<file path="config.mk">
export PLATFORM = sky130hd
export DESIGN_NAME = cook_timer_flat
export DESIGN_NICKNAME = d
export VERILOG_FILES = /design/src/rtl/cook_timer_if.sv /design/src/rtl/cook_timer.sv /design/src/flat_wrapper.sv
export SDC_FILE = /design/constraint.sdc
export NUM_CORES = 1
export LEC_CHECK = 0
export ABC_AREA = 1
export ABC_CLOCK_PERIOD_IN_PS = 5170
export BUFFER_PORTS_ARGS = -buffer_cell sky130_fd_sc_hd__buf_2
export CAP_MARGIN = 15
export CORE_MARGIN = 1.5
export CORE_UTILIZATION = 31
export DETAILED_ROUTE_END_ITERATION = 6
export PLACE_DENSITY = 0.55
export SYNTH_ARGS = -nofsm -noshare
export SYNTH_HDL_FRONTEND = slang
export SYNTH_SLANG_ARGS = --single-unit
</file>
<file path="constraint.sdc">
create_clock -name clk -period 5.17 [get_ports clk]
set_clock_uncertainty 0.05 [all_clocks]
set_input_delay 0.7755 -clock clk [delete_from_list [all_inputs] [get_ports clk]]
set_output_delay 0.7755 -clock clk [all_outputs]
set_load 0.1 [all_outputs]
</file>
<file path="src/rtl/cook_timer_if.sv">
`default_nettype none
// ---------------------------------------------------------------------------
// cook_timer_if : keypad / magnetron inputs and display outputs of cook_timer
// Revision      : 1.0
// ---------------------------------------------------------------------------
interface cook_timer_if;
    logic       clrn;
    logic       key_valid;
    logic [3:0] key_digit;
    logic       mag_on;
    logic [3:0] min_tens;
    logic [3:0] min_ones;
    logic [3:0] sec_tens;
    logic [3:0] sec_ones;
    logic       timer_done;
    logic       done_pulse;
    logic [1:0] state;

    modport master (
        output clrn, key_valid, key_digit, mag_on,
        input  min_tens, min_ones, sec_tens, sec_ones, timer_done, done_pulse, state
    );

    modport slave (
        input  clrn, key_valid, key_digit, mag_on,
        output min_tens, min_ones, sec_tens, sec_ones, timer_done, done_pulse, state
    );
endinterface
`default_nettype wire

</file>
<file path="src/rtl/cook_timer.sv">
`default_nettype none
// ---------------------------------------------------------------------------
// cook_timer : BCD mm:ss cook-time entry and once-per-second countdown
// Revision   : 1.0
// ---------------------------------------------------------------------------
module cook_timer #(
    parameter int CLK_HZ = 100,
    parameter int CNT_W  = 7
) (
    input  wire logic   clk,
    input  wire logic   rst,
    cook_timer_if.slave bus
);
    localparam logic [1:0] IDLE  = 2'd0;
    localparam logic [1:0] ARMED = 2'd1;
    localparam logic [1:0] RUN   = 2'd2;
    localparam logic [1:0] DONE  = 2'd3;
    localparam logic [CNT_W-1:0] PRESC_LAST = CNT_W'(CLK_HZ - 1);

    logic [1:0]       cur_state;
    logic [1:0]       nxt_state;
    logic [CNT_W-1:0] presc;
    logic [3:0]       min_tens_q, min_ones_q, sec_tens_q, sec_ones_q;
    logic [3:0]       dec_mt, dec_mo, dec_st, dec_so;
    logic             pulse_q;
    logic             running;
    logic             tick;
    logic             key_acc;
    logic             count_zero;
    logic             dec_zero;

    assign count_zero = (min_tens_q == 4'd0) && (min_ones_q == 4'd0) &&
                        (sec_tens_q == 4'd0) && (sec_ones_q == 4'd0);
    assign dec_zero   = (dec_mt == 4'd0) && (dec_mo == 4'd0) &&
                        (dec_st == 4'd0) && (dec_so == 4'd0);
    assign tick       = running && (presc == PRESC_LAST);
    // A tick outranks key entry, so a key landing on a tick cycle is dropped.
    assign key_acc    = bus.key_valid && (bus.key_digit <= 4'd9) && !bus.mag_on && !tick;

    // Borrow chain; seconds tens reloads 5 so an entered 6..9 normalises on borrow.
    always_comb begin
        dec_mt = min_tens_q;
        dec_mo = min_ones_q;
        dec_st = sec_tens_q;
        dec_so = sec_ones_q - 4'd1;
        if (sec_ones_q == 4'd0) begin
            dec_so = 4'd9;
            if (sec_tens_q == 4'd0) begin
                dec_st = 4'd5;
                if (min_ones_q == 4'd0) begin
                    dec_mo = 4'd9;
                    dec_mt = min_tens_q - 4'd1;
                end else begin
                    dec_mo = min_ones_q - 4'd1;
                end
            end else begin
                dec_st = sec_tens_q - 4'd1;
            end
        end
    end

    always_ff @(posedge clk) begin
        if (rst || !bus.clrn) begin
            cur_state <= IDLE;
        end else begin
            cur_state <= nxt_state;
        end
    end

    always_comb begin
        nxt_state = cur_state;
        case (cur_state)
            IDLE, DONE: begin
                if (key_acc) nxt_state = ARMED;
            end
            ARMED: begin
                if (bus.mag_on && !count_zero) nxt_state = RUN;
            end
            RUN: begin
                if (tick && dec_zero) nxt_state = DONE;
                else if (!bus.mag_on)  nxt_state = ARMED;
            end
            default: nxt_state = IDLE;
        endcase
    end

    always_comb begin
        running   = (cur_state == RUN);
        bus.state = cur_state;
    end

    always_ff @(posedge clk) begin
        if (rst || !bus.clrn) begin
            presc      <= '0;
            min_tens_q <= 4'd0;
            min_ones_q <= 4'd0;
            sec_tens_q <= 4'd0;
            sec_ones_q <= 4'd0;
            pulse_q    <= 1'b0;
        end else begin
            pulse_q <= tick && dec_zero;
            // Outside RUN the prescaler holds, so paused on-time is preserved.
            if (running) begin
                presc <= (presc == PRESC_LAST) ? '0 : presc + CNT_W'(1);
            end
            if (tick) begin
                min_tens_q <= dec_mt;
                min_ones_q <= dec_mo;
                sec_tens_q <= dec_st;
                sec_ones_q <= dec_so;
            end else if (key_acc) begin
                min_tens_q <= min_ones_q;
                min_ones_q <= sec_tens_q;
                sec_tens_q <= sec_ones_q;
                sec_ones_q <= bus.key_digit;
            end
        end
    end

    assign bus.min_tens   = min_tens_q;
    assign bus.min_ones   = min_ones_q;
    assign bus.sec_tens   = sec_tens_q;
    assign bus.sec_ones   = sec_ones_q;
    assign bus.timer_done = count_zero;
    assign bus.done_pulse = pulse_q;
endmodule
`default_nettype wire

</file>
<file path="src/flat_wrapper.sv">
// flat-port wrapper written by rule: the top's interface ports become plain ports
module cook_timer_flat 
#(
    parameter int CLK_HZ = 100,
    parameter int CNT_W  = 7
)
  (clk, rst, bus_clrn, bus_key_valid, bus_key_digit, bus_mag_on, bus_min_tens, bus_min_ones, bus_sec_tens, bus_sec_ones, bus_timer_done, bus_done_pulse, bus_state);
  cook_timer_if bus_i ();
  input  wire logic clk;
  input  wire logic rst;
  input wire logic [$bits(bus_i.clrn)-1:0] bus_clrn;
  input wire logic [$bits(bus_i.key_valid)-1:0] bus_key_valid;
  input wire logic [$bits(bus_i.key_digit)-1:0] bus_key_digit;
  input wire logic [$bits(bus_i.mag_on)-1:0] bus_mag_on;
  output wire logic [$bits(bus_i.min_tens)-1:0] bus_min_tens;
  output wire logic [$bits(bus_i.min_ones)-1:0] bus_min_ones;
  output wire logic [$bits(bus_i.sec_tens)-1:0] bus_sec_tens;
  output wire logic [$bits(bus_i.sec_ones)-1:0] bus_sec_ones;
  output wire logic [$bits(bus_i.timer_done)-1:0] bus_timer_done;
  output wire logic [$bits(bus_i.done_pulse)-1:0] bus_done_pulse;
  output wire logic [$bits(bus_i.state)-1:0] bus_state;
  assign bus_i.clrn = bus_clrn;
  assign bus_i.key_valid = bus_key_valid;
  assign bus_i.key_digit = bus_key_digit;
  assign bus_i.mag_on = bus_mag_on;
  assign bus_min_tens = bus_i.min_tens;
  assign bus_min_ones = bus_i.min_ones;
  assign bus_sec_tens = bus_i.sec_tens;
  assign bus_sec_ones = bus_i.sec_ones;
  assign bus_timer_done = bus_i.timer_done;
  assign bus_done_pulse = bus_i.done_pulse;
  assign bus_state = bus_i.state;
  cook_timer #(.CLK_HZ(CLK_HZ), .CNT_W(CNT_W)) u_core (.clk(clk), .rst(rst), .bus(bus_i));
endmodule
</file>
==> reports/results.ini <==
[worst_setup_path]
cp_data_arrival_time_ps = 1840
crit_path_cell_trace = nor2_2 > nand2_4 > nor2_4 > nand2_4 > nor2_1 > buf_2
worstSetupStartpointType = flop
timing.critical_path.buf_inv = 1
setup.worst_path.end_class = output pin
critical-path-top-cell-by-count = nand2_4
cell_type_group_with_the_largest_total_delay_on_the_critical_path = simple AND/OR/NAND/NOR gates
critPathMaxStageDelay_ps = 430
crit_path_top_delay_cell = buf_2
cp_data_required_time_ps = 4340
timing.setup.critical_path_class = flop to output pin
cp_max_fo = 7

[timing]
maxClockFrequency_mhz = 375
setup_repair_after_global_routing_missed_its_margin = no
fin_crit_sh = 0.516
finalWorstPathRequiredPeriod_ps = 2670
slew_worst_pin_ps = 609
timing.final.ws_setup_ps = 2500
max_slew_margin = 0.592
hold_violations = 0
finalSetupViolations = 0
slew_viol_final = 0
fin_tns_setup_ps = 0

[cts]
ctsHtreeMaxLevel = 1
cts_root_buf = clkbuf_8
post-cts-setup-buffers = 0
hold_buffers = 0
ctsResizeCount = 0
tritoncts = yes
cts.path.max_buffers = 2
clock_insertion_delay_worst_skew_ps = 270
cts.clk_slew.worst_paths_ps = 100
cts_buffers = 3
clkSinkCount = 26

[synthesis]
yosys_warnings = 0
synth-seq-area-share = 0.324
syn_avg_cell_area_um2 = 6.53
ys_seq_elements = 26
synth_cells = 246
synth_nets = 261
synth.cell_area_mm2 = 0.00161
ys_types = 31

[routing]
route.detailed.vias_per_inst = 4.76
drt.antenna.violating_nets = 0
drcViolationCount = 0
initialDrtViolationCount = 123
totalWireLength_um = 4160
detail_route.first_pass.iterations = 4
wl_per_cell_um = 12.0
detailroute.via_count = 1650

[global_route]
antenna_found_initial = 0
first_global_vias = 1497
grtUsageTotal = 0.159
grt_max_degree = 16
grt_overflow = 0
grt_first_pass_wirelength_um = 6940

[layout]
filler_cell_count = 573
layout-area-overhead-vs-synth_pct = 17.4
design.final.nets = 293
layoutNonFillerInstCount = 347
drive_above_1_share = 0.166
layout.cell_area.non_filler_mm2 = 0.00188
antenna_cells_inserted = 0

[pwr]
cellInternalPower_w = 0.000286
max-vdd-ir-drop_mv = 0.0754
share_clk_of_total_power = 0.338
p_leak_nw = 0.878
power.sequential.fraction = 0.513
switching_share = 0.283
power-per-cell-area_mw_per_mm2 = 211
power.share.combinational = 0.149
netSwitchingPower_w = 0.000113
p_total_w = 0.000398

[status]
status = complete, no violations

[placed_design]
gpl.final_weighted_congestion = 0.949
placed_area_mm2 = 0.00183
port_buf_inserts = 28
dp.cells = 343
dp_hpwl_um = 3250
dp_slack_ps = 2810

[floorplanning]
floorplan.io_pins = 29
initial_core_utilization = 0.318
chipHeight_um = 75.0
design.die.area_mm2 = 0.00562
num_rows = 26
coreArea_mm2 = 0.00504
die-width_um = 75.0

[job]
cap_violations = 0

[worst_hold_path]
min-delay-path-class = flop to flop

## stage by stage
stage	util	hold slack [ps]
after global routing	0.374	488
after global placement	0.363	459
after CTS	0.374	472
after detailed placement	0.363	457
after floorplan	-	427
final	0.374	470
## sequential cells by signal, indices dropped and copies added, names as in the netlist
name / count
u_core.bus.min_tens: 4
u_core.bus.sec_tens: 4
u_core.presc: 7
u_core.bus.min_ones: 4
u_core.bus.sec_ones: 4
u_core.bus.done_pulse: 1
u_core.bus.state: 2
## kinds of logic (layout without fill, tap and decap cells)
family                   count (synthesis)  count (layout)  share of synthesized area
adder cells (fa/ha/maj)                  6               6                     0.0468
buffers and inverters                   42              73                     0.0990
AND/OR/NAND/NOR                        130             130                      0.371
flip-flops                              26              26                      0.324
AO/OA/AOI/OAI                           40              40                      0.148
XOR/XNOR                                 2               2                     0.0109
## synth_stat cells
cell      instances  area, um^2
xor2_1            2        17.5
nand3_2           1        10.0
inv_1            39         146
nand2_4           2        22.5
o22ai_1           5        31.3
dfxtp_1          26         521
a21oi_1          12        60.1
clkinv_2          1        5.00
a221oi_1          1        8.76
o21a_1            1        7.51
nand3_1          10        50.1
nand4_1           3        18.8
nor3b_1           3        22.5
nand2_1          60         225
a31oi_1           5        31.3
a221o_1           1        10.0
nor2_4            2        22.5
nor3_4            1        16.3
o31ai_1           1        7.51
nor4_1            1        6.26
nor2_2            2        12.5
nor3_1           10        50.1
nor2_1           32         120
clkbuf_1          1        3.75
ha_1              6        75.1
o211ai_1          2        15.0
inv_2             1        3.75
a21oi_2           1        8.76
a22oi_1           1        7.51
o21ai_0          10        50.1
nand2_2           3        18.8
## worst register-to-register path, cell delays in order (launching register included)
cell and delay, ps:
dfxtp_1 350, inv_1 80, ha_1 290, nand2_2 140, nor3_4 420, inv_1 120, nand2_2 180, inv_2 130
a221o_1 310, nand2_1 60, inv_1 40
## final cells by class
cell class	instances	area, um^2	share of cell area
Clock buffer	4	55.1	0.0292
Tap cell	70	87.6	0.0465
Multi-Input combinational cell	178	926	0.491
Inverter	41	155	0.0823
Timing Repair Buffer	28	140	0.0744
Sequential cell	26	520	0.276
## metal layers
metal,routed length [um],part of all wire,vias to the layer above,global-route usage
li1,-,-,861,-
met1,1990,0.48,730,0.222
met2,1900,0.46,53,0.256
met3,213,0.051,6,0.0201
met4,53,0.013,0,0.0505
met5,0,0,-,0
## final timing paths
kind / start / to / slack (ps) / cells after the start
worst min register to register: u_core.presc[4] / u_core.presc[4] / 470 / 2
worst max-delay path: u_core.bus.sec_ones[3] / bus_timer_done / 2500 / 6
worst min-delay path: u_core.presc[4] / u_core.presc[4] / 470 / 2
worst max register to register: u_core.bus.state[0] / u_core.bus.sec_ones[3] / 2920 / 10
## power by group through the flow
| stage | clock [W] | combinational (W) | sequential, W |
|---|---|---|---|
| floorplan | 0 | 0.0000346 | 0.000220 |
| global placement | 0 | 0.0000601 | 0.000209 |
| detailed placement | 0 | 0.0000597 | 0.000209 |
| CTS | 0.000142 | 0.0000599 | 0.000204 |
| global route | 0.000146 | 0.0000660 | 0.000205 |
| finish | 0.000135 | 0.0000595 | 0.000204 |
## cell usage in the layout, fill, tap and decap left out, types with 4 or more instances in the layout
master / instances
nand2_1: 60
inv_1: 39
nor2_1: 32
buf_2: 28
dfxtp_1: 26
a21oi_1: 12
nand3_1: 10
nor3_1: 10
o21ai_0: 10
ha_1: 6
o22ai_1: 5
a31oi_1: 5
clkbuf_8: 4
Note: power is estimated with default switching activity, not from simulation.
